--- src/rtl/freq_meter_pkg.sv ---
// freq_meter_pkg: shared definitions for the frequency meter.
//   state_t          - FSM state encoding (IDLE = 0, GATE = 1)
//   GATE_CYCLES_DEF  - default gate window length in fclk cycles
//   GATE_W           - width of the gate timer for the default window
package freq_meter_pkg;

    typedef enum logic {
        IDLE = 1'b0,
        GATE = 1'b1
    } state_t;

    localparam int unsigned GATE_CYCLES_DEF = 100000000;
    localparam int unsigned GATE_W          = $clog2(GATE_CYCLES_DEF);

endpackage

--- src/rtl/freq_meter_sync_edge.sv ---
// sync_edge: 2-FF synchronizer followed by a registered rising-edge detect.
//   fclk     - system clock
//   reset    - synchronous active-high reset (clears all stages)
//   async_in - asynchronous input
//   rise     - one-cycle pulse per 0->1 of the synchronized input,
//              3 fclk cycles after the input transition
module sync_edge (
    input  logic fclk,
    input  logic reset,
    input  logic async_in,
    output logic rise
);

    logic s1;
    logic s2;
    logic s2_d;

    always_ff @(posedge fclk) begin
        if (reset) begin
            s1   <= 1'b0;
            s2   <= 1'b0;
            s2_d <= 1'b0;
            rise <= 1'b0;
        end else begin
            s1   <= async_in;
            s2   <= s1;
            s2_d <= s2;
            rise <= s2 & ~s2_d;
        end
    end

endmodule

--- src/rtl/freq_meter.sv ---
// freq_meter: counts rising edges of an asynchronous input over a gate
// window of GATE_CYCLES fclk cycles and reports the count once per window.
//   fclk       - system clock
//   reset      - synchronous active-high reset
//   enable     - level; high measures continuously, low idles
//   sig_in     - asynchronous signal to measure
//   edge_count - saturating edge count of the last completed window
//   overflow   - last completed window saturated
//   valid      - one-cycle pulse when edge_count/overflow update
//   busy       - a window is in progress
module freq_meter
    import freq_meter_pkg::*;
#(
    parameter int unsigned GATE_CYCLES = GATE_CYCLES_DEF,
    parameter int unsigned EDGE_W      = 16
) (
    input  logic              fclk,
    input  logic              reset,
    input  logic              enable,
    input  logic              sig_in,
    output logic [EDGE_W-1:0] edge_count,
    output logic              overflow,
    output logic              valid,
    output logic              busy
);

    localparam int unsigned CNT_W = $clog2(GATE_CYCLES);

    state_t             state;
    state_t             state_n;
    logic [CNT_W-1:0]   gate_cnt;
    logic [EDGE_W-1:0]  acc;
    logic               ovf_acc;
    logic               rise;

    logic               terminal;
    logic               acc_sat;
    logic               sat_hit;
    logic [EDGE_W-1:0]  acc_inc;

    sync_edge u_sync_edge (
        .fclk     (fclk),
        .reset    (reset),
        .async_in (sig_in),
        .rise     (rise)
    );

    assign terminal = (state == GATE) && (gate_cnt == CNT_W'(GATE_CYCLES - 1));
    assign acc_sat  = &acc;
    assign sat_hit  = rise & acc_sat;

    always_comb begin
        acc_inc = acc;
        if (rise && !acc_sat) begin
            acc_inc = acc + EDGE_W'(1);
        end
    end

    always_comb begin
        state_n = state;
        case (state)
            IDLE: begin
                if (enable) begin
                    state_n = GATE;
                end
            end
            GATE: begin
                // the terminal cycle always completes, even with enable low
                if (terminal) begin
                    state_n = enable ? GATE : IDLE;
                end else if (!enable) begin
                    state_n = IDLE;
                end
            end
            default: state_n = IDLE;
        endcase
    end

    always_ff @(posedge fclk) begin
        if (reset) begin
            state <= IDLE;
        end else begin
            state <= state_n;
        end
    end

    assign busy = (state == GATE);

    always_ff @(posedge fclk) begin
        if (reset) begin
            gate_cnt   <= '0;
            acc        <= '0;
            ovf_acc    <= 1'b0;
            edge_count <= '0;
            overflow   <= 1'b0;
            valid      <= 1'b0;
        end else begin
            valid <= 1'b0;
            if (state == GATE && terminal) begin
                // this cycle's rise is folded into the closing result
                edge_count <= acc_inc;
                overflow   <= ovf_acc | sat_hit;
                valid      <= 1'b1;
                gate_cnt   <= '0;
                acc        <= '0;
                ovf_acc    <= 1'b0;
            end else if (state == GATE && enable) begin
                gate_cnt <= gate_cnt + CNT_W'(1);
                acc      <= acc_inc;
                ovf_acc  <= ovf_acc | sat_hit;
            end else begin
                // idle or aborted window
                gate_cnt <= '0;
                acc      <= '0;
                ovf_acc  <= 1'b0;
            end
        end
    end

endmodule

--- config.mk ---
export PLATFORM = sky130hd
export DESIGN_NAME = freq_meter
export DESIGN_NICKNAME = d
export VERILOG_FILES = /design/src/rtl/freq_meter_pkg.sv /design/src/rtl/freq_meter_sync_edge.sv /design/src/rtl/freq_meter.sv
export SDC_FILE = /design/constraint.sdc
export NUM_CORES = 1
export LEC_CHECK = 0
export BUFFER_PORTS_ARGS = -buffer_cell sky130_fd_sc_hd__clkbuf_2
export CAP_MARGIN = 25
export CORE_AREA = 4 4 89 91
export DETAILED_ROUTE_END_ITERATION = 10
export DIE_AREA = 0 0 93 95
export HOLD_SLACK_MARGIN = 0.12
export PLACE_DENSITY = 0.58
export SETUP_SLACK_MARGIN = 0.4
export SYNTH_ARGS = -nofsm -noshare
export SYNTH_HDL_FRONTEND = slang
export SYNTH_SLANG_ARGS = --single-unit
--- constraint.sdc ---
create_clock -name fclk -period 7 [get_ports fclk]
set_input_delay 1.75 -clock fclk [delete_from_list [all_inputs] [get_ports fclk]]
set_output_delay 1.75 -clock fclk [all_outputs]
set_load 0.01 [all_outputs]
After elaboration in Yosys (flattened, before gate mapping) --
Index checks and enable logic that the tools add are counted.
Word-level totals: bits in registers 67, latch bits 0, bits in writable memories 0, memory bits (read-only) 0, input port bits 4, output and inout bits 19, logic and storage cells 29, memories 0
Operators by class: $add $sub $neg 2, $mul 0, divide/modulo/power cells 0, magnitude comparators 0, eq/ne operators 1, shift-type cells 0, muxes and demuxes 3, bitwise gates (word level) 5, reduce and logical (&&, ||, !) cells 7
Operators with widths (number):
- 27-bit by 1-bit adder with 27-bit output (second input constant) | 1
- 27-bit == test (second input constant) | 1
- 16-bit by 1-bit adder with 16-bit output (second input constant) | 1
- 16-bit two-way mux | 1
- 16-bit AND reduction | 1
- 1-bit logical AND | 4
- 3-bit OR reduction | 1
- 1-bit bitwise AND | 2
- 1-bit two-way mux | 2
- 1-bit inverter | 2
- 1-bit logical NOT | 1
- 1-bit bitwise OR | 1

Logic depth before layout (Yosys ltp) --
word-level depth 4, depth in mapped cells 7, mapped depth without buffers 6

By module --
From an unflattened synthesis, not the netlist that was laid out.
Unflattened totals: cell total of the unflattened synthesis 312, area, all modules 2869.0 um^2
Modules (own cells, without submodules):
- freq_meter | instances 1, cells each 304, area an instance 2757.6 um^2, seq. area each 1261.2 um^2
- sync_edge | instances 1, cells each 8, area an instance 111.4 um^2, seq. area each 80.1 um^2

Least setup slack after synthesis --
OpenSTA, ideal clock, no wires.
path kind in2reg, from input port enable, to register gate_cnt[10], setup time 64 ps, arrival time 2685 ps, required time 6936 ps, path slack 4251 ps, stages on the path 6, path buffers 2, cell sequence nor2b_1 nand2_1 or2_2 buf_4 buf_6 nor2_1
Between the ends: word-level cells in the longest chain between the ends 3
Ends and longest elaborated chain:
- start, declared | RTL line freq_meter.sv:19 | input logic enable,
- 1-bit logical AND | RTL line freq_meter.sv:107 | end else if (state == GATE && enable) begin
- 1-bit inverter (no line)
- 3-bit OR reduction (no line)
- end signal, assigned | RTL line freq_meter.sv:108 | gate_cnt <= gate_cnt + CNT_W'(1);
- end, declared | RTL line freq_meter.sv:31 | logic [CNT_W-1:0] gate_cnt;
Every way passes these cells. A chain may end at the register's enable or synchronous reset.

Worst setup path in the final report --
from input port reset, to register acc[7]
Between the ends: word-level cells in the longest chain between the ends 1
Ends and longest elaborated chain:
- start, declared | RTL line freq_meter.sv:18 | input logic reset,
- 3-bit OR reduction (no line)
- end signal, assigned | RTL line freq_meter.sv:109 | acc <= acc_inc;
- end, declared | RTL line freq_meter.sv:32 | logic [EDGE_W-1:0] acc;
Every way passes these cells.

==> results.json <==
{
  "status": "finished, final reports clean",
  "seq_area_um2": 1340,
  "reg2reg_slack_ps": 4100,
  "yosysMostFrequentCell": "dfxtp_1",
  "path_max_fanout": 39,
  "cts_tree": "built",
  "antenna_cells": 0,
  "r2r-end": "gate_cnt[13]",
  "crit_slowest_cell": "or2_2",
  "hold_path_depth": 1,
  "seq_area_frac_synth_pct": 48.0,
  "cp_top_family": "simple AND/OR/NAND/NOR gates",
  "r2r_cells": 6,
  "core_area_um2": 7140,
  "die_height_um": 95,
  "wl_um": 5700,
  "hold_path_end": "u_sync_edge.rise",
  "synthFlopType": "dfxtp_1",
  "drc": 0,
  "clkTransAtPathRegs_ps": 70,
  "cts_inserted_buffers": 9,
  "hold_class": "reg2reg",
  "p_leak_nw": 1.07,
  "clkLatencyLatePin_ps": 340,
  "netlist_instances": 315,
  "ys_async_sr_fraction_pct": 0,
  "root_buffer": "clkbuf_8",
  "fin_crit_sh_pct": 44.0,
  "dr_total_vias": 2249,
  "finalHoldViolCount": 0,
  "multiInputGateArea_um2": 1380,
  "ctsResizeCount": 0,
  "setup.worst_path.start_class": "input pin",
  "slew-limit-headroom_pct": 27.7,
  "syn2layout_area_growth_pct": 16.4,
  "clkSinkCount": 67,
  "synth_edf_count": 0,
  "skew_ps": 9.99,
  "tns_ps": 0,
  "final.hold.worst_slack_ps": 381,
  "synth_top_area_share_pct": 48.0,
  "avgSynthCellArea_um2": 8.87,
  "tightest_slew_ps": 1070,
  "drive_above_1_share_pct": 13.0,
  "vias_per_cell": 5.05,
  "synth_cell_types": 38,
  "p_sw_mw": 0.150,
  "drt_first_pass_iters": 4,
  "fillerInstances": 757,
  "largestRegisters": "gate_cnt x27, acc x16, edge_count x16",
  "grt_pass1_wl_um": 9960,
  "portBuffers": 22,
  "synth_area_um2": 2800,
  "ios": 23,
  "cp_num_buf_inv": 1,
  "drtAntennaViolNets": 0,
  "path_cells": "clkbuf_2, nor2b_1, nand2_1, or2_2, nor3_1",
  "gr-total-overflow": 0,
  "htree_levels": 3,
  "final_nets": 347,
  "wl_per_cell_um": 12.8,
  "cts_setup_buffers": 0,
  "dp_hpwl_um": 3900,
  "drt_iter0_drc": 100,
  "finalMaxSlewViolations": 0,
  "drv_cap": 0,
  "finalNonFillerCells": 445,
  "die_x_um": 93,
  "total_power_mw": 0.800,
  "ctsHoldBuffers": 0,
  "fmax_mhz": 324,
  "ys_warn_count": 0,
  "swShare_pct": 18.8,
  "grt_usage_pct": 14.1,
  "synth_top_cell_by_area": "dfxtp_1",
  "gp_congestion": 0.812,
  "endpoint_kind": "flip-flop",
  "grt_pass1_vias": 2134,
  "cp_data_arrival_time_ps": 3350,
  "syn_nets": 321,
  "peakVddDrop_uv": 110,
  "seqPwrFrac_pct": 47.9,
  "top_register": "gate_cnt",
  "start_util_pct": 39.2,
  "synth_seq_cells": 67,
  "p_per_area_nw_per_um2": 246,
  "finalSetupViolations": 0,
  "crit_required_ps": 7260,
  "power.share.clock_pct": 51.2,
  "ys_top_cells_by_area": "dfxtp_1, nor2_1, xor2_1, nand3_1, nand4_1",
  "worstHoldStart": "u_sync_edge.s2_d",
  "crit_path_max_incr_delay_ps": 630,
  "rsz0062_at_grt": "false",
  "cts_buffer_depth": 2,
  "place_inst": 429,
  "std_cell_rows": 31,
  "die_area_um2": 8840,
  "rr_startpoint": "gate_cnt[17]",
  "pwr-share-comb_pct": 0.9,
  "grt_antenna_before_repair": 0,
  "largest_reg_flops": 27,
  "grt_max_degree": 40,
  "p_int_mw": 0.649,
  "timing.final.crit_period_ps": 3080,
  "crit_type": "in2reg",
  "synth_commonest_cells": "dfxtp_1, nor2_1, nand3_1, nand2_1, xor2_1"
}
==> area by class of cell <==
type | instances | share of cell area, %
Multi-Input combinational cell | 234 | 42.5
Tap cell | 99 | 3.81
Sequential cell | 67 | 41.2
Timing Repair Buffer | 24 | 3.85
Clock inverter | 4 | 2.92
Clock buffer | 12 | 5.08
Inverter | 5 | 0.577
==> placed cells by master, fill, tap and decap left out, drive strengths merged, types with 2 or more instances in the layout <==
master | Yosys | final
a211oi | 10 | 10
nand3 | 23 | 23
nand2 | 19 | 19
o21a | 2 | 2
xnor2 | 10 | 10
nor3 | 9 | 9
nand4 | 14 | 14
o211ai | 4 | 4
a31oi | 6 | 6
nor2b | 7 | 7
or4 | 3 | 3
nor4 | 5 | 5
and3 | 3 | 3
o21ai | 5 | 5
bufinv | 0 | 3
mux2i | 4 | 4
xor2 | 18 | 18
buf | 5 | 2
mux2 | 3 | 3
dfxtp | 67 | 67
ha | 2 | 2
inv | 5 | 5
a21oi | 5 | 5
or3 | 3 | 3
and4 | 6 | 6
clkbuf | 4 | 34
nor2 | 64 | 64
==> worst max-delay path by stage <==
stage / start / cells past startpoint / slack (ps) / endpoint
2_1_floorplan: enable / 6 / 4250 / gate_cnt[10]
3_3_place_gp: reset / 5 / 3620 / acc[7]
3_5_place_dp: reset / 5 / 3530 / acc[7]
4_1_cts: reset / 5 / 3910 / acc[7]
5_1_grt: reset / 5 / 3730 / gate_cnt[8]
6_report: reset / 5 / 3920 / acc[7]
==> stage by stage <==
stage	utilization, %	worst slack (ps)	cell area (um^2)
after floorplan	-	4250	2800
after global placement	41.9	3620	2990
after detailed placement	41.9	3530	2990
after CTS	45.6	3910	3250
after global routing	45.6	3730	3250
final	45.6	3920	3250
==> per-layer routing <==
metal  routed length, um  vias up  GRT usage, %
met5                   0        -             0
met4                  51        0          5.25
met3                 238        4          4.54
met2                2350       36          19.6
met1                3060     1038          20.3
li1                    -     1171             -
==> cell families after synthesis <==
group	count (synthesis)	synth area share, %
multiplexers	7	2.64
adder cells (fa/ha/maj)	2	0.895
AO/OA/AOI/OAI	36	8.64
flip-flops	67	48.0
buffers and inverters	14	2.51
XOR/XNOR	28	8.77
AND/OR/NAND/NOR	161	28.6
==> power groups by stage <==
stage               clock [mW]  combinational [mW]  sequential (mW)
finish                   0.410             0.00697            0.383
global route             0.437             0.00797            0.383
global placement             0             0.00692            0.392
detailed placement           0             0.00710            0.392
CTS                      0.420             0.00710            0.383
floorplan                    0             0.00504            0.392
==> worst reg2reg max path, cell delays in order (launching register included) <==
cell and delay (ps):
dfxtp_1 360, or4_1 530, or4_1 590, nor4_4 140
buf_4 330, or2_2 670, nor2_1 130
(Power assumes the default switching activity.)
